<file path="src/rtl/gcd_pkg.sv">
// Shared definitions for the GCD arbiter and the GCD top: state encoding
// of the arbiter FSM and the default operand/result width.
package gcd_pkg;

  localparam int GCD_W = 8;

  typedef enum logic [2:0] {
    IDLE   = 3'd0,
    ISSUE  = 3'd1,
    WAIT   = 3'd2,
    BYPASS = 3'd3,
    RESP   = 3'd4
  } gcd_arb_state_e;

endpackage

</file>
<file path="src/rtl/gcd_rr_pick.sv">
// Combinational round-robin picker: returns the first set request bit found
// when searching upward from ptr with wrap-around.
module gcd_rr_pick #(
  parameter int NREQ = 4,
  parameter int IDW  = $clog2(NREQ)
) (
  input  logic [NREQ-1:0] req,
  input  logic [IDW-1:0]  ptr,
  output logic            valid,
  output logic [IDW-1:0]  id
);

  localparam logic [IDW:0] NREQ_W = (IDW + 1)'(NREQ);

  function automatic logic [IDW-1:0] rot_idx(input logic [IDW-1:0] base, input int off);
    logic [IDW:0] sum;
    sum = {1'b0, base} + (IDW + 1)'(off);
    if (sum >= NREQ_W) sum = sum - NREQ_W;
    return sum[IDW-1:0];
  endfunction

  // Scan offsets from farthest to nearest so the closest set bit to ptr wins
  always_comb begin
    valid = 1'b0;
    id    = '0;
    for (int i = NREQ - 1; i >= 0; i--) begin
      if (req[rot_idx(ptr, i)]) begin
        valid = 1'b1;
        id    = rot_idx(ptr, i);
      end
    end
  end

endmodule

</file>
<file path="src/rtl/gcd_arbiter.sv">
// Round-robin arbiter sharing one GCD unit between NREQ requesters.
// Captures the winner's operands, starts the GCD, waits for its valid and
// returns the tagged result. Zero operands bypass the GCD unit entirely.
// Optional watchdog on the WAIT state enabled by GCD_ARB_TIMEOUT_EN.
module gcd_arbiter
  import gcd_pkg::*;
#(
  parameter int NREQ = 4,
  parameter int W    = GCD_W,
  parameter int TMO  = 255
) (
  input  logic                     clk,
  input  logic                     rst,
  input  logic [NREQ-1:0]          req,
  input  logic [NREQ*W-1:0]        req_a,
  input  logic [NREQ*W-1:0]        req_b,
  output logic [NREQ-1:0]          grant,
  output logic                     done,
  output logic [$clog2(NREQ)-1:0]  done_id,
  output logic [W-1:0]             result,
  output logic                     err,
  output logic                     busy,
  output logic                     gcd_start,
  output logic [W-1:0]             gcd_a,
  output logic [W-1:0]             gcd_b,
  input  logic                     gcd_valid,
  input  logic [W-1:0]             gcd_result
);

  localparam int IDW = $clog2(NREQ);
  localparam logic [IDW-1:0] LAST_ID = IDW'(NREQ - 1);

  gcd_arb_state_e state_q, state_d;
  logic [IDW-1:0]  ptr_q, ptr_d;
  logic [IDW-1:0]  id_q, id_d;
  logic [W-1:0]    byp_q, byp_d;
  logic [NREQ-1:0] grant_q, grant_d;
  logic            done_q, done_d;
  logic [IDW-1:0]  done_id_q, done_id_d;
  logic [W-1:0]    result_q, result_d;
  logic            err_q, err_d;
  logic            busy_q, busy_d;
  logic            start_q, start_d;
  logic [W-1:0]    gcd_a_q, gcd_a_d;
  logic [W-1:0]    gcd_b_q, gcd_b_d;
`ifdef GCD_ARB_TIMEOUT_EN
  localparam logic [15:0] TMO_W = 16'(TMO);
  logic [15:0]     cnt_q, cnt_d;
`endif

  logic            pick_valid;
  logic [IDW-1:0]  pick_id;
  logic [W-1:0]    a_arr [NREQ];
  logic [W-1:0]    b_arr [NREQ];
  logic [W-1:0]    sel_a;
  logic [W-1:0]    sel_b;

  for (genvar g = 0; g < NREQ; g++) begin : g_unpack
    assign a_arr[g] = req_a[g*W +: W];
    assign b_arr[g] = req_b[g*W +: W];
  end

  assign sel_a = a_arr[pick_id];
  assign sel_b = b_arr[pick_id];

  gcd_rr_pick #(
    .NREQ (NREQ),
    .IDW  (IDW)
  ) u_pick (
    .req   (req),
    .ptr   (ptr_q),
    .valid (pick_valid),
    .id    (pick_id)
  );

  // Next-state and registered-output logic; pulses default low, data holds
  always_comb begin
    state_d   = state_q;
    ptr_d     = ptr_q;
    id_d      = id_q;
    byp_d     = byp_q;
    grant_d   = '0;
    done_d    = 1'b0;
    done_id_d = done_id_q;
    result_d  = result_q;
    err_d     = err_q;
    start_d   = 1'b0;
    gcd_a_d   = gcd_a_q;
    gcd_b_d   = gcd_b_q;
`ifdef GCD_ARB_TIMEOUT_EN
    cnt_d     = cnt_q;
`endif

    case (state_q)
      IDLE: begin
        if (pick_valid) begin
          id_d             = pick_id;
          grant_d[pick_id] = 1'b1;
          if (sel_a == '0 || sel_b == '0) begin
            byp_d   = sel_a | sel_b;
            state_d = BYPASS;
          end else begin
            gcd_a_d = sel_a;
            gcd_b_d = sel_b;
            start_d = 1'b1;
            state_d = ISSUE;
          end
        end
      end
      ISSUE: begin
        state_d = WAIT;
`ifdef GCD_ARB_TIMEOUT_EN
        cnt_d   = '0;
`endif
      end
      WAIT: begin
        if (gcd_valid) begin
          result_d  = gcd_result;
          err_d     = 1'b0;
          done_d    = 1'b1;
          done_id_d = id_q;
          state_d   = RESP;
        end
`ifdef GCD_ARB_TIMEOUT_EN
        else if (cnt_q + 16'd1 == TMO_W) begin
          result_d  = '0;
          err_d     = 1'b1;
          done_d    = 1'b1;
          done_id_d = id_q;
          state_d   = RESP;
        end else begin
          cnt_d = cnt_q + 16'd1;
        end
`endif
      end
      BYPASS: begin
        result_d  = byp_q;
        err_d     = 1'b0;
        done_d    = 1'b1;
        done_id_d = id_q;
        state_d   = RESP;
      end
      RESP: begin
        ptr_d   = (id_q == LAST_ID) ? '0 : id_q + 1'b1;
        state_d = IDLE;
      end
      default: begin
        state_d = IDLE;
      end
    endcase

    busy_d = (state_d != IDLE);
  end

  // State and output registers with asynchronous active-low reset
  always_ff @(posedge clk or negedge rst) begin
    if (!rst) begin
      state_q   <= IDLE;
      ptr_q     <= '0;
      id_q      <= '0;
      byp_q     <= '0;
      grant_q   <= '0;
      done_q    <= 1'b0;
      done_id_q <= '0;
      result_q  <= '0;
      err_q     <= 1'b0;
      busy_q    <= 1'b0;
      start_q   <= 1'b0;
      gcd_a_q   <= '0;
      gcd_b_q   <= '0;
`ifdef GCD_ARB_TIMEOUT_EN
      cnt_q     <= '0;
`endif
    end else begin
      state_q   <= state_d;
      ptr_q     <= ptr_d;
      id_q      <= id_d;
      byp_q     <= byp_d;
      grant_q   <= grant_d;
      done_q    <= done_d;
      done_id_q <= done_id_d;
      result_q  <= result_d;
      err_q     <= err_d;
      busy_q    <= busy_d;
      start_q   <= start_d;
      gcd_a_q   <= gcd_a_d;
      gcd_b_q   <= gcd_b_d;
`ifdef GCD_ARB_TIMEOUT_EN
      cnt_q     <= cnt_d;
`endif
    end
  end

  assign grant     = grant_q;
  assign done      = done_q;
  assign done_id   = done_id_q;
  assign result    = result_q;
  assign err       = err_q;
  assign busy      = busy_q;
  assign gcd_start = start_q;
  assign gcd_a     = gcd_a_q;
  assign gcd_b     = gcd_b_q;

endmodule

</file>
<file path="config.mk">
export PLATFORM = sky130hd
export DESIGN_NAME = gcd_arbiter
export DESIGN_NICKNAME = d
export VERILOG_FILES = /design/src/rtl/gcd_pkg.sv /design/src/rtl/gcd_rr_pick.sv /design/src/rtl/gcd_arbiter.sv
export SDC_FILE = /design/constraint.sdc
export NUM_CORES = 1
export LEC_CHECK = 0
export ABC_CLOCK_PERIOD_IN_PS = 2800
export CAP_MARGIN = 20
export CORE_UTILIZATION = 25
export CTS_CLUSTER_SIZE = 14
export DETAILED_ROUTE_END_ITERATION = 6
export PLACE_DENSITY = 0.66
export SLEW_MARGIN = 15
export SYNTH_ARGS = -nofsm -noshare
export SYNTH_HDL_FRONTEND = slang
export SYNTH_SLANG_ARGS = --single-unit
</file>
<file path="constraint.sdc">
create_clock -name clk -period 2.8 [get_ports clk]
set_clock_uncertainty 0.1 [all_clocks]
set_input_delay 0.42 -clock clk [delete_from_list [all_inputs] [get_ports clk]]
set_output_delay 0.42 -clock clk [all_outputs]
set_load 0.05 [all_outputs]
</file>
== After elaboration in Yosys (flattened, before gate mapping) ==
Index checks and enable logic that the tools add are counted.

* Add/subtract/negate cells: 8
* $mul: 0
* Div/mod/pow operators: 0
* $lt $le $gt $ge: 11
* Equal/unequal tests: 6
* Shift-type cells: 0
* Multiplexer cells: 46
* Bitwise gates (word level): 3
* Reductions and logical operators: 11

{| class="wikitable"
|+ Operators by type and width
! operator !! number
|-
| 8-bit two-way mux || 5
|-
| 8-bit binary-select mux with 2-bit select || 2
|-
| 2-bit two-way mux || 11
|-
| 8-bit logical NOT || 2
|-
| 8-bit one-hot mux with 2 select lines || 1
|-
| 2-bit by 3-bit < comparator with 1-bit output, second input constant || 5
|-
| 1-bit two-way mux || 14
|-
| 3-bit >= comparator, second input constant || 4
|-
| 3-bit one-hot mux with 4 select lines || 1
|-
| 1-bit binary-select mux with 2-bit select || 4
|-
| 4-bit two-way mux || 2
|-
| 8-bit bitwise OR || 1
|-
| 2-bit by 1-bit subtractor with 2-bit output, second input constant || 4
|-
| 2-bit by 2-bit adder with 3-bit output, second input constant || 2
|-
| 3-bit by 2-bit equality test with 1-bit output, second input constant || 2
|-
| 3-bit two-way mux || 2
|-
| 3-bit AND reduction || 2
|-
| 1-bit one-hot mux with 2 select lines || 2
|-
| 2-bit one-hot mux with 2 select lines || 1
|-
| 2-bit AND reduction || 2
|-
| 2-bit by 1-bit adder with 3-bit output, second input constant || 1
|-
| 3-bit by 1-bit equality test with 1-bit output, second input constant || 1
|-
| 3-bit equality test, second input constant || 1
|-
| 2-bit by 3-bit >= comparator with 1-bit output, second input constant || 1
|-
| 12 further kinds || 12
|}

* Bits in registers: 49
* Latch bits: 0
* RAM bits: 0
* ROM bits: 0
* Output and inout port bits: 34
* Word-level logic and storage cells: 98
* Memories kept: 0

== Longest topological paths before layout ==
Gate-level depths: netlist (run 1).

* Depth in word-level cells: 19
* Gate-level depth with buffers: 11
* Mapped depth without buffers: 8

== Hierarchy ==
From an unflattened synthesis (run 1), not the netlist that was laid out.

* Cell total of the unflattened synthesis: 203
* Area, all modules: 2476.1 um2

{| class="wikitable"
|+ Modules (own cells, without submodules)
! module !! instances !! cells each !! area an instance (um2) !! seq. area each (um2)
|-
| gcd_arbiter || 1 || 190 || 2398.6 || 1201.2
|-
| gcd_rr_pick || 1 || 13 || 77.6 || 0.0
|}

== Worst setup path before layout (run 1) ==
Ideal clock, no wire load.

* Kind: input-to-reg
* Start: in req[3]
* End: reg byp_q[0]
* Setup time: 0.125 ns
* Data arrival time: 2.762 ns
* Slack: -0.186 ns
* Stages on the path: 9
* Path through: nand2b_1 -> a211o_1 -> clkbuf_1 -> and3_1 -> a211oi_1 -> o22ai_1 -> or4_4 -> a21oi_4 -> mux2_2

* Word-level cells in the longest chain between the ends: 13
* Elaborated cells between the ends (all ways): 28

{| class="wikitable"
|+ RTL lines
! element !! RTL line !! RTL
|-
| start: declaration || gcd_arbiter.sv:14 || <nowiki>input logic [NREQ-1:0] req,</nowiki>
|-
| 1-bit binary-select mux with 2-bit select || gcd_rr_pick.sv:27 || <nowiki>if (req[rot_idx(ptr, i)]) begin</nowiki>
|-
| 1-bit two-way mux (implied by the code) || gcd_rr_pick.sv:27 ||
|-
| 2-bit two-way mux (4 in a row) || gcd_rr_pick.sv:27 ||
|-
| 2-bit inverter with 3-bit output (implied by the code) || gcd_arbiter.sv:63, gcd_arbiter.sv:64 ||
|-
| 8-bit binary-select mux with 2-bit select, on equally long branches || gcd_arbiter.sv:63, gcd_arbiter.sv:64 ||
|-
| 8-bit two-way mux, on equally long branches (2 in a row) || gcd_arbiter.sv:63, gcd_arbiter.sv:64 ||
|-
| 8-bit logical NOT || gcd_arbiter.sv:99 || <nowiki>if (sel_a == '0 || sel_b == '0) begin</nowiki>
|-
| 1-bit logical OR || gcd_arbiter.sv:99 ||
|-
| 3-bit AND reduction (no source line) || -- ||
|-
| end signal: assignment || gcd_arbiter.sv:178 || <nowiki>byp_q <= byp_d;</nowiki>
|-
| end: declaration || gcd_arbiter.sv:36 || <nowiki>logic [W-1:0] byp_q, byp_d;</nowiki>
|}

Several ways; a longest one is shown, not always the timed one. The select of a mux whose other input is x is not followed.
A chain may end at the register's enable or synchronous reset.

== Final worst setup path (run 1) ==
* Start: in req[2]
* End: reg byp_q[7]

The elaborated chain is that of the path after synthesis.

==> results of run 1 <==
synth_stat cells:
cell,n,area (µm²)
o21a_1,1,7.510
nor3_1,3,15.01
ha_1,1,12.51
nand2b_1,2,12.51
a211oi_1,32,240.2
conb_1,1,3.750
or2_1,1,6.260
dfrtp_1,48,1201
clkbuf_1,13,48.80
a21oi_4,1,16.27
o31ai_1,1,7.510
nor2b_1,1,6.260
or4_4,2,22.52
a21o_1,1,7.510
and3_1,32,200.2
o21ai_0,12,60.06
o2bb2ai_1,1,8.760
mux2_2,10,112.6
nand2_1,29,108.9
or2_2,15,93.84
buf_4,1,7.510
or4_1,1,7.510
clkbuf_2,1,5.000
a211o_1,1,8.760
nor2_1,7,26.28
a211oi_2,1,12.51
mux2_1,1,11.26
o22ai_1,8,50.05
buf_6,1,11.26
inv_1,18,67.56
mux2i_1,23,230.2
and2_1,1,6.260
nand3_2,1,10.01
buf_2,2,10.01
nor3b_1,1,7.510
a21oi_1,2,10.01
through the flow:
step	std cells	hold slack, ns	setup slack (ns)	power, mW
after global routing	560	0.4225	-0.4110	5.814
final	560	0.3834	-0.3356	5.491
after detailed placement	536	0.3108	-0.8875	4.422
after CTS	551	0.3921	-0.2357	5.037
after global placement	536	0.2997	-0.8146	4.368
after floorplan	277	0.02441	-0.09712	3.249
worst min-delay path: stages, from the launching register on:
cell	delay, ns
dfrtp_1	0.35
nand2_1	0.04
o21ai_0	0.06
path summary, 6_finish.rpt:
path                                   to  slack [ns]  cells past startpoint
worst max-delay path             byp_q[7]       -0.34                     12
worst min-delay path            result[1]        0.38                      2
worst max register to register   byp_q[7]       -0.30                     11
worst min register to register  result[1]        0.38                      2
max in group asynchronous        ptr_q[1]        1.33                      3
min in group asynchronous        gcd_a[3]        0.50                      2
report_power, final:
part / internal [mW] / switching [mW]
logic: 1.74 / 2.05
clock network: 0.264 / 0.233
registers: 1.01 / 0.201
registers in the layout, indices dropped and copies added (netlist names), 2 cells and up:
name,flops
byp_q,8
gcd_a,8
gcd_b,8
result,8
grant,4
state_q,3
done_id,2
id_q,2
ptr_q,2
routing by layer:
layer / up-vias / part of all wire, % / track usage (%)
li1: 1269 / - / -
met2: 106 / 48 / 24.06
met5: - / 0 / 0
met1: 1243 / 45 / 21.24
met3: 9 / 5.2 / 2.165
met4: 0 / 1.5 / 5.231
cells in the final DEF (no fill, tap or decap), types with 5 or more instances in the layout:
master             n
a211oi_2          20
a211oi_4          11
and3_1            23
and3_4             9
buf_12             5
buf_4             27
buf_6              7
clkbuf_16          5
clkbuf_8           5
clkdlybuf4s50_1  107
dfrtp_1           47
inv_1             17
mux2_4            10
mux2i_1           23
nand2_1           28
nor2_1             7
o21ai_0           11
o22ai_1            6
or2_2             14
cells by family after synthesis:
group	count (synthesis)
buffers and inverters	36
AO/OA/AOI/OAI	61
adder cells (fa/ha/maj)	1
other	1
AND/OR/NAND/NOR	96
flip-flops	48
multiplexers	34
area by class of cell:
cell class                      count  area (µm²)  area share (%)
Clock buffer                        5       68.82           1.403
Multi-Input combinational cell    193        1708           34.81
Timing Repair Buffer              157        1647           33.56
Inverter                           18       67.56           1.377
Tap cell                          136       170.2           3.468
Clock inverter                      3       42.54          0.8671
Sequential cell                    48        1202           24.51
repair_timing:
action | 4_1_cts | 5_1_grt
buffers inserted | 6 | 4
hold buffers | 1 | 0
resized for setup | 18 | 40
pin swaps | 16 | 13
endpoints found under the hold margin | 19 | 0
cloned | 0 | 5
endpoints found under the setup margin | 26 | 26
==> results.ini, run 1 <==
[min_path]
hp-start = result[1]
holdCritPathClass = register to register

[placed_design]
portBuffers = 111
place_area_um2 = 4299
gp_congestion = 0.7771
place_hpwl_um = 6608

[setup_path]
cp-start-kind = input pin
cp_slowest_stage_delay_ns = 0.56
crit_path_max_fanout = 16
r2r-start = ptr_q[0]
crit_slowest_cell = or4_4
cp.required_ns = 2.89
timing_worst_setup_path_type = input pin to register
crit_buf_inv = 4
path_cells = clkdlybuf4s50_1, nand2_1, o2bb2ai_2, nor2_1, buf_12, buf_4, a211oi_4, o22ai_2, or4_4, a21oi_4, buf_6, mux2_4
crit_path_end_kind = register
cp-startpoint = req[2]
arrival_ns = 3.23
crit_family = buffers and inverters

[clock_network]
tritoncts = yes
cts_buffer_depth = 2
clk-insertion-delay-late_ns = 0.30
clock-sinks = 48
htreeDepth = 2
cts_buffers = 5
cts-root-buf = clkbuf_8
clk_pin_slew_ns = 0.09

[job]
drv_cap = 0

[timing]
hold_violations = 0
rsz0062_at_grt = yes
setup_viol = 26
setup_ws_ns = -0.3356
finalCriticalPeriod_ns = 3.136
slew_headroom_pct = 63.37
clock.fmax_ghz = 0.3189
tightest_slew_ns = 0.5478
setup_tns_ns = -7.628
drv_slew = 0
fin_crit_sh_pct = 112.0

[logic_synthesis]
synth_compound_area_share_pct = 16.05
muxShareOfSynthArea_pct = 13.24
syn_nets = 357
synth_fa_ha_area_share_pct = 0.4679
synthXorXnorAreaFrac_pct = 0
synth_cells = 277
synthesis.area_um2 = 2674
ys_seq_area_share_pct = 44.92
post_synth.cell_area_avg_um2 = 9.653
synth_top_family_by_area = simple AND/OR/NAND/NOR gates
synth-simple-area-share_pct = 19.56
synth_cell_types = 36
ys_warn_count = 0
ys_seq_elements = 48

[die]
fp.dieH_um = 105.4
chipWidth_um = 105.4
dieArea_um2 = 11110
boundaryPins = 113
start_util_pct = 25.90
num_rows = 37
core_um2 = 10320

[drt]
drc = 0
avgViaCountPerCell = 4.691
routed_wl_um = 8976
dr.pass1.iters = 4
wl_per_cell_um = 16.03
ant_nets = 0
vias = 2627
drt_iter0_markers = 106

[power]
leakagePower_nw = 2.238
p_per_area_nw_per_um2 = 1119
peakVddDrop_mv = 0.3106

[layout]
syn2layout_area_growth_pct = 83.48
fill_cells = 914
final_nets = 503
fin_util_pct = 47.52
drive_gt1_share_pct = 31.60
design_area_um2 = 4906
num_antenna_cells = 0

[grt]
grtUsageTotal_pct = 15.23
grt_pass1_vias = 2608
grt_max_degree = 30
antenna_found_initial = 0
grt-ovfl-total = 0
grt_pass1_wl_um = 13190

[outcome]
failed_checks = setup timing
status = finished, violations left

Power figures use the tool's default switching activity.
==> run 2: changes to the inputs <==
--- a/config.mk
+++ b/config.mk
@@ -10,8 +10,9 @@
 export CORE_UTILIZATION = 25
 export CTS_CLUSTER_SIZE = 14
 export DETAILED_ROUTE_END_ITERATION = 6
-export PLACE_DENSITY = 0.66
+export PLACE_DENSITY = 0.67
 export SLEW_MARGIN = 15
 export SYNTH_ARGS = -nofsm -noshare
 export SYNTH_HDL_FRONTEND = slang
+export SYNTH_HIERARCHICAL = 1
 export SYNTH_SLANG_ARGS = --single-unit
==> run 2 against run 1 <==
Against the previous run:
- the flow finishes with violations (hold timing, setup timing)
- worst hold slack worse by 0.39 ns
- count of clock-buffer cells in the layout is 3 higher
- largest cell class is now buffers
- flip-flop and latch count stayed put
- largest power group unchanged
- fmax is 2.5% higher
- synthesized cell count is 27% lower
- die area is 7.3% lower
- design area is 13% lower
- via count is 19% lower
==> results.ini, run 2 <==
[logic_synthesis]
synthArstFlopShare_pct = 100.0  ; unchanged
synth_cell_types = 32  ; -11%
synth_fa_ha_area_share_pct = 0.5053  ; +0.037 points
post_synth.cell_area_avg_um2 = 12.20  ; +26%
synth_cells = 203  ; -27%
synth_top_family_by_area = multiplexers
synth-main-ff-cell = dfrtp_1
synthesis.area_um2 = 2476  ; -7.4%
synth-simple-area-share_pct = 11.52  ; -8.0 points
ys_seq_elements = 48  ; unchanged
synth_top_cells_by_area = dfrtp_1 (49%), mux4_1 (8.5%), mux4_2 (7.3%)
synth_compound_area_share_pct = 6.316  ; -9.7 points
synth-edff-count = 0  ; unchanged
ys_warn_count = 6  ; +6
ys_seq_area_share_pct = 48.51  ; +3.6 points
synth_top_area_share_pct = 48.51  ; +3.6 points
synth_commonest_cells = dfrtp_1 (48), nand2_1 (27), nor2_1 (23)
muxShareOfSynthArea_pct = 28.50  ; +15 points
synth.most_common_cell = dfrtp_1
yosysTopAreaCell = dfrtp_1
syn_nets = 283  ; -21%
synthXorXnorAreaFrac_pct = 0  ; unchanged

[layout]
final_nets = 432  ; -14%
seq_area_um2 = 1202  ; unchanged
multiInputGateArea_um2 = 1254  ; -27%
final_common_cell = clkdlybuf4s50_1
syn2layout_area_growth_pct = 72.31
fin_util_pct = 45.32  ; -2.2 points
fill_cells = 868  ; -5.0%
num_antenna_cells = 0  ; unchanged
drive_gt1_share_pct = 25.50  ; -6.1 points
most-common-layout-cells = clkdlybuf4s50_1 (108), dfrtp_1 (47), buf_4 (30)
design_area_um2 = 4267  ; -13%

[power]
p_switching_mw = 2.068  ; -17%
p_sw_share_pct = 43.83  ; -1.4 points
peakVddDrop_mv = 0.5955  ; +92%
p_per_area_nw_per_um2 = 1106  ; -1.2%
p_comb_share_pct = 65.5  ; -3.4 points
intPower_mw = 2.650  ; -12%
power_mw = 4.717  ; -14%
power_frac_seq_pct = 25.5  ; +3.4 points
clkPwrFrac_pct = 9.0  ; about the same
leakagePower_nw = 1.863  ; -17%

[grt]
antenna_found_initial = 0  ; unchanged
grt_pass1_vias = 2266  ; -13%
grt_pass1_wl_um = 11740  ; -11%
grt_use_met1_pct = 18.82  ; -2.4 points
grt_max_degree = 26  ; -13%
busiest_layer = met2
use_met3_pct = 3.865  ; +1.7 points
grtUsageTotal_pct = 15.18  ; -0.059 points
gr-usage-met2_pct = 25.62  ; +1.6 points
grt-ovfl-total = 0  ; unchanged

[clock_network]
clk_pin_slew_ns = 0.09  ; about the same
clock-sinks = 48  ; unchanged
hold_buffers = 0  ; -1
cts-root-buf = clkbuf_8
tritoncts = yes
cts_buffers = 5  ; unchanged
clk-insertion-delay-late_ns = 0.29  ; about the same
cts_buffer_depth = 2  ; unchanged
htreeDepth = 2  ; unchanged

[die]
num_rows = 35  ; -5.4%
core_um2 = 9415  ; -8.8%
fp.dieH_um = 101.5  ; -3.7%
chipWidth_um = 101.5  ; -3.7%
dieArea_um2 = 10310  ; -7.3%
boundaryPins = 113  ; unchanged
start_util_pct = 26.30  ; +0.40 points

[drt]
vias = 2129  ; -19%
wl_per_cell_um = 15.56  ; -2.9%
avgViaCountPerCell = 4.417  ; -5.8%
ant_nets = 0  ; unchanged
routed_wl_um = 7502  ; -16%
dr.pass1.iters = 4  ; unchanged
drt_iter0_markers = 73  ; -31%
drc = 0  ; unchanged

[placed_design]
place_hpwl_um = 5730  ; -13%
portBuffers = 111  ; unchanged
place_area_um2 = 3948  ; -8.2%
gp_congestion = 0.8568  ; +10%

[setup_path]
timing_worst_setup_path_type = input pin to register
crit_slowest_cell = mux4_2
cp.required_ns = 2.91  ; +0.02 ns
crit_buf_inv = 5  ; +1
crit_path_end_kind = register
crit_top_cell = buf_12
crit_family = buffers and inverters
cp-start-kind = input pin
reg2reg_to = byp_q[7]
arrival_ns = 3.17  ; -0.06 ns
crit_path_max_fanout = 8  ; -8
r2r_cells = 11  ; unchanged
cp-startpoint = req[0]
cp_slowest_stage_delay_ns = 0.53  ; -0.03 ns
r2r-start = ptr_q[1]
r2r_setup_slack_ns = -0.25  ; +0.05 ns
path_cells = clkdlybuf4s50_1, a211oi_4, buf_12, buf_12, mux4_2, nor4_4, nand2_2, buf_6, a21oi_4, buf_12, mux2i_1

[job]
drv_cap = 0  ; unchanged

[timing]
slew_headroom_pct = 63.38  ; about the same
fin_crit_sh_pct = 109.2  ; -2.7 points
hold_violations = 10  ; +10
hold_slack_ns = -0.003676  ; -0.3871 ns
drv_slew = 0  ; unchanged
setup_viol = 25  ; -3.8%
finalCriticalPeriod_ns = 3.059  ; -0.07667 ns
clock.fmax_ghz = 0.3269  ; +2.5%
rsz0062_at_grt = yes
setup_ws_ns = -0.2589  ; +0.07667 ns
tightest_slew_ns = 0.5475  ; -0.0002248 ns
setup_tns_ns = -5.676  ; +1.952 ns

[outcome]
status = finished, violations left
failed_checks = hold timing, setup timing

[min_path]
holdCritPathClass = input pin to async pin

-- run 2: routing by layer --
metal  vias to the layer above  part of all wire [%]  wire length (µm)
met3                        15                   5.4               406
li1                       1008                     -                 -
met1                      1029                    43              3196
met4                         0                   2.0               153
met2                        77                    50              3746
met5                         -                     0                 0
-- run 2: worst max-delay path by stage --
| stage | cells past startpoint | endpoint |
|---|---|---|
| 2_1_floorplan | 9 | gcd_a[0] |
| 3_3_place_gp | 10 | gcd_b[5] |
| 3_5_place_dp | 10 | gcd_b[4] |
| 4_1_cts | 11 | byp_q[7] |
| 5_1_grt | 11 | byp_q[1] |
| 6_report | 11 | byp_q[7] |
-- run 2: power groups by stage --
| stage | logic (mW) | registers, mW | clock network [mW] |
|---|---|---|---|
| 2_1_floorplan | 1.03 | 1.94 | 0 |
| 3_3_place_gp | 2.76 | 1.20 | 0 |
| 3_5_place_dp | 2.78 | 1.21 | 0 |
| 4_1_cts | 3.10 | 1.21 | 0.442 |
| 5_1_grt | 3.28 | 1.24 | 0.476 |
| 6_report | 3.09 | 1.20 | 0.423 |
-- run 2: final cells by class --
cell class | count | share of cell area (%)
Timing Repair Buffer | 151 | 35.40
Sequential cell | 48 | 28.18
Inverter | 13 | 1.144
Multi-Input combinational cell | 133 | 29.38
Clock buffer | 8 | 2.111
Tap cell | 129 | 3.783
-- run 2: worst register-to-register path, delay by kind of cell, from the launching register on --
kind | cells | cell delay [ns]
compound gates | 2 | 0.46
simple gates | 2 | 0.48
buf+inv | 4 | 0.59
flops | 1 | 0.45
mux | 3 | 0.89
-- run 2: repair_timing --
action | CTS | global route
resized for setup | 25 | 2
endpoints found under the setup margin | 26 | 26
setup buffers | 7 | 2
cloned | 1 | 0
pin swaps | 8 | 2
-- run 2: kinds of logic after synthesis --
logic type / count (synthesis)
flops: 48
simple gates: 64
buf+inv: 22
mux: 42
fa+ha+maj: 1
compound gates: 25
other cells: 1
-- run 2: metrics by stage --
stage	std cells	setup slack, ns
finish	482	-0.2589
global route	482	-0.3780
CTS	480	-0.2515
detailed placement	464	-0.8011
global placement	464	-0.7223
floorplan	203	-0.03091
==> run 3: changes to the inputs <==
--- a/config.mk
+++ b/config.mk
@@ -5,12 +5,13 @@
 export SDC_FILE = /design/constraint.sdc
 export NUM_CORES = 1
 export LEC_CHECK = 0
+export ABC_AREA = 1
 export ABC_CLOCK_PERIOD_IN_PS = 2800
 export CAP_MARGIN = 20
 export CORE_UTILIZATION = 25
 export CTS_CLUSTER_SIZE = 14
 export DETAILED_ROUTE_END_ITERATION = 6
-export PLACE_DENSITY = 0.67
+export PLACE_DENSITY = 0.64
 export SLEW_MARGIN = 15
 export SYNTH_ARGS = -nofsm -noshare
 export SYNTH_HDL_FRONTEND = slang
==> run 3 against run 2 <==
Against the previous run:
- the flow finishes with violations (hold timing)
- via count rose by 65%
- core utilization is 2.3 points lower
- design area increased by 22%
- register-to-register slack better by 0.33 ns
- critical path type unchanged
- critical endpoint is now byp_q[5]
- largest cell class is now multi-input combinational cells
==> results.ini, run 3 <==
[clock_network]
clk_pin_slew_ns = 0.07  ; -0.02 ns
cts_buffers = 5  ; unchanged
clk-insertion-delay-late_ns = 0.29  ; about the same
tritoncts = yes
clock-sinks = 48  ; unchanged
cts-root-buf = clkbuf_16
cts_buffer_depth = 2  ; unchanged
htreeDepth = 2  ; unchanged

[logic_synthesis]
ys_seq_area_share_pct = 38.69  ; -9.8 points
syn_nets = 536  ; +89%
yosysTopAreaCell = dfrtp_1
synthArstFlopShare_pct = 100.0  ; unchanged
synth_top_cells_by_area = dfrtp_1 (39%), nand2_1 (22%), nand3_1 (8.5%)
ys_seq_elements = 48  ; unchanged
synth_cell_types = 32  ; unchanged
synth_cells = 456  ; +120%
synth-edff-count = 0  ; unchanged
post_synth.cell_area_avg_um2 = 6.808  ; -44%
synth-main-ff-cell = dfrtp_1
synth.most_common_cell = nand2_1
synth_commonest_cells = nand2_1 (181), nand3_1 (53), dfrtp_1 (48)
ys_warn_count = 6  ; unchanged
synthesis.area_um2 = 3104  ; +25%
synth_top_area_share_pct = 38.69  ; -9.8 points

[drt]
drt_iter0_markers = 202  ; +180%
avgViaCountPerCell = 4.469  ; +1.2%
routed_wl_um = 10110  ; +35%
dr.pass1.iters = 4  ; unchanged
vias = 3513  ; +65%
ant_nets = 0  ; unchanged
drc = 0  ; unchanged
wl_per_cell_um = 12.87  ; -17%

[die]
core_um2 = 12060  ; +28%
num_rows = 40  ; +14%
dieArea_um2 = 12870  ; +25%
chipWidth_um = 113.4  ; +12%
fp.dieH_um = 113.4  ; +12%
start_util_pct = 25.74  ; -0.56 points
boundaryPins = 113  ; unchanged

[layout]
num_antenna_cells = 0  ; unchanged
drive_gt1_share_pct = 26.70  ; +1.2 points
most-common-layout-cells = nand2_1 (149), clkdlybuf4s50_1 (107), buf_4 (57)
design_area_um2 = 5191  ; +22%
syn2layout_area_growth_pct = 67.23
final_nets = 697  ; +61%
final_common_cell = nand2_1

[timing]
slew_headroom_pct = 58.01  ; -5.4 points
hold_slack_ns = -0.0005776  ; +0.003098 ns
drv_slew = 0  ; unchanged
setup_viol = 0  ; -100%
setup_tns_ns = 0  ; +5.676 ns
hold_violations = 2  ; -8
fin_crit_sh_pct = 97.20  ; -12 points
clock.fmax_ghz = 0.3674  ; +12%
finalCriticalPeriod_ns = 2.722  ; -0.3372 ns
tightest_slew_ns = 0.6291  ; +0.08159 ns

[grt]
grt_pass1_vias = 3410  ; +50%
grt_max_degree = 27  ; +3.8%
grt_pass1_wl_um = 16010  ; +36%
grt-ovfl-total = 0  ; unchanged
antenna_found_initial = 0  ; unchanged
grtUsageTotal_pct = 15.36  ; +0.18 points

[setup_path]
cp-start-kind = input pin
crit_top_cell = nand2_2
crit_slowest_cell = clkdlybuf4s50_1
cp_slowest_stage_delay_ns = 0.47  ; -0.06 ns
arrival_ns = 2.84  ; -0.33 ns
crit_path_end_kind = register
timing_worst_setup_path_type = input pin to register
cp.required_ns = 2.92  ; about the same
crit_path_max_fanout = 11  ; +3
path_cells = clkdlybuf4s50_1, inv_2, nand2_2, and2_4, nand2_2, nand2_2, clkinv_2, nand2_2, nand2_2, nand2_4, inv_6, buf_12, nand2_1, nand2_1, nand2_1, nand2_2, nor2_2, nand2_2, inv_2, nand2_4, nand2_8, buf_12, nand3_1, nand2_1

[placed_design]
gp_congestion = 0.8368  ; -2.3%
portBuffers = 111  ; unchanged
place_area_um2 = 4737  ; +20%
place_hpwl_um = 7796  ; +36%

[outcome]
status = finished, violations left
failed_checks = hold timing

[min_path]
holdCritPathClass = input pin to async pin

[job]
drv_cap = 0  ; unchanged

## run 3: cell types whose count changed in the layout (fill, tap and decap cells not counted), sizes merged, moves of 3 or more
cell          before  now
nand2             27  200
nand3              2   56
inv               13   56
buf               41   64
o21ai             10   28
mux4              16    0
mux2              17    3
a21oi             10    1
a31oi              0    9
mux2i              9    0
nand4              0    4
nor4               4    0
dlymetal6s2s       0    3
## run 3: timing repair
action                     in CTS  in global routing
hold buffers                    0                  0
gates resized for setup         4                 63
gates cloned                    1                  2
setup endpoints to repair      26                 26
pin swaps                       2                 21
buffers inserted                0                  7
## run 3: metrics by stage
step | util [%] | std cells | setup WS [ns] | hold slack [ns]
3_3_place_gp | 39.27 | 768 | -0.2658 | 0.3136
3_5_place_dp | 39.27 | 768 | -0.3715 | 0.3256
2_1_floorplan | - | 456 | 0.4055 | 0.02441
6_report | 43.04 | 786 | 0.07833 | -0.0005776
4_1_cts | 40.71 | 777 | 0.01051 | 0.01437
5_1_grt | 43.04 | 786 | -0.07230 | 0.03755
## run 3: area by class of cell
class	count	area, µm²
Fill cell	1209	6870
Clock inverter	3	21.27
Inverter	56	219.0
Tap cell	168	210.2
Timing Repair Buffer	175	1672
Multi-Input combinational cell	331	1742
Sequential cell	48	1202
Clock buffer	5	125.1
## run 3: critical path, delay by kind of cell
family / cells / cell delay [ns]
buffers and inverters: 7 / 0.96
and+or+nand+nor: 17 / 1.44
## run 3: layer usage
layer	wire [µm]	global-route usage [%]	share of wire [%]
met5	0	0	0
met3	603	2.976	6.0
met4	274	5.965	2.7
met1	4285	18.93	42
met2	4948	26.50	49
## run 3: cells by family (layout without fill, tap and decap cells)
group,count (synthesis),in the layout,share of synthesized area (%)
AOI/OAI and AO/OA,40,40,7.134
adders and majority gates,1,1,0.4030
buffers and inverters,79,239,12.33
DFF,48,48,38.69
muxes,3,3,1.088
other,1,1,0.1208
and+or+nand+nor,284,286,40.23
## run 3: worst paths after layout
check	start	endpoint	slack, ns	cells past startpoint
min in group clk	gcd_b[3]	gcd_b[3]	0.37	2
max reg2reg	ptr_q[0]	byp_q[5]	0.08	23
min reg2reg	gcd_b[3]	gcd_b[3]	0.37	2
min	rst	result[0]	-0.0006	1
max	req[3]	byp_q[5]	0.08	24
max in group asynchronous	rst	gcd_a[6]	1.98	2
Power of run 3 is not shown: default switching activity piles up to over one toggle a cycle in this logic, so the estimate is an artifact.
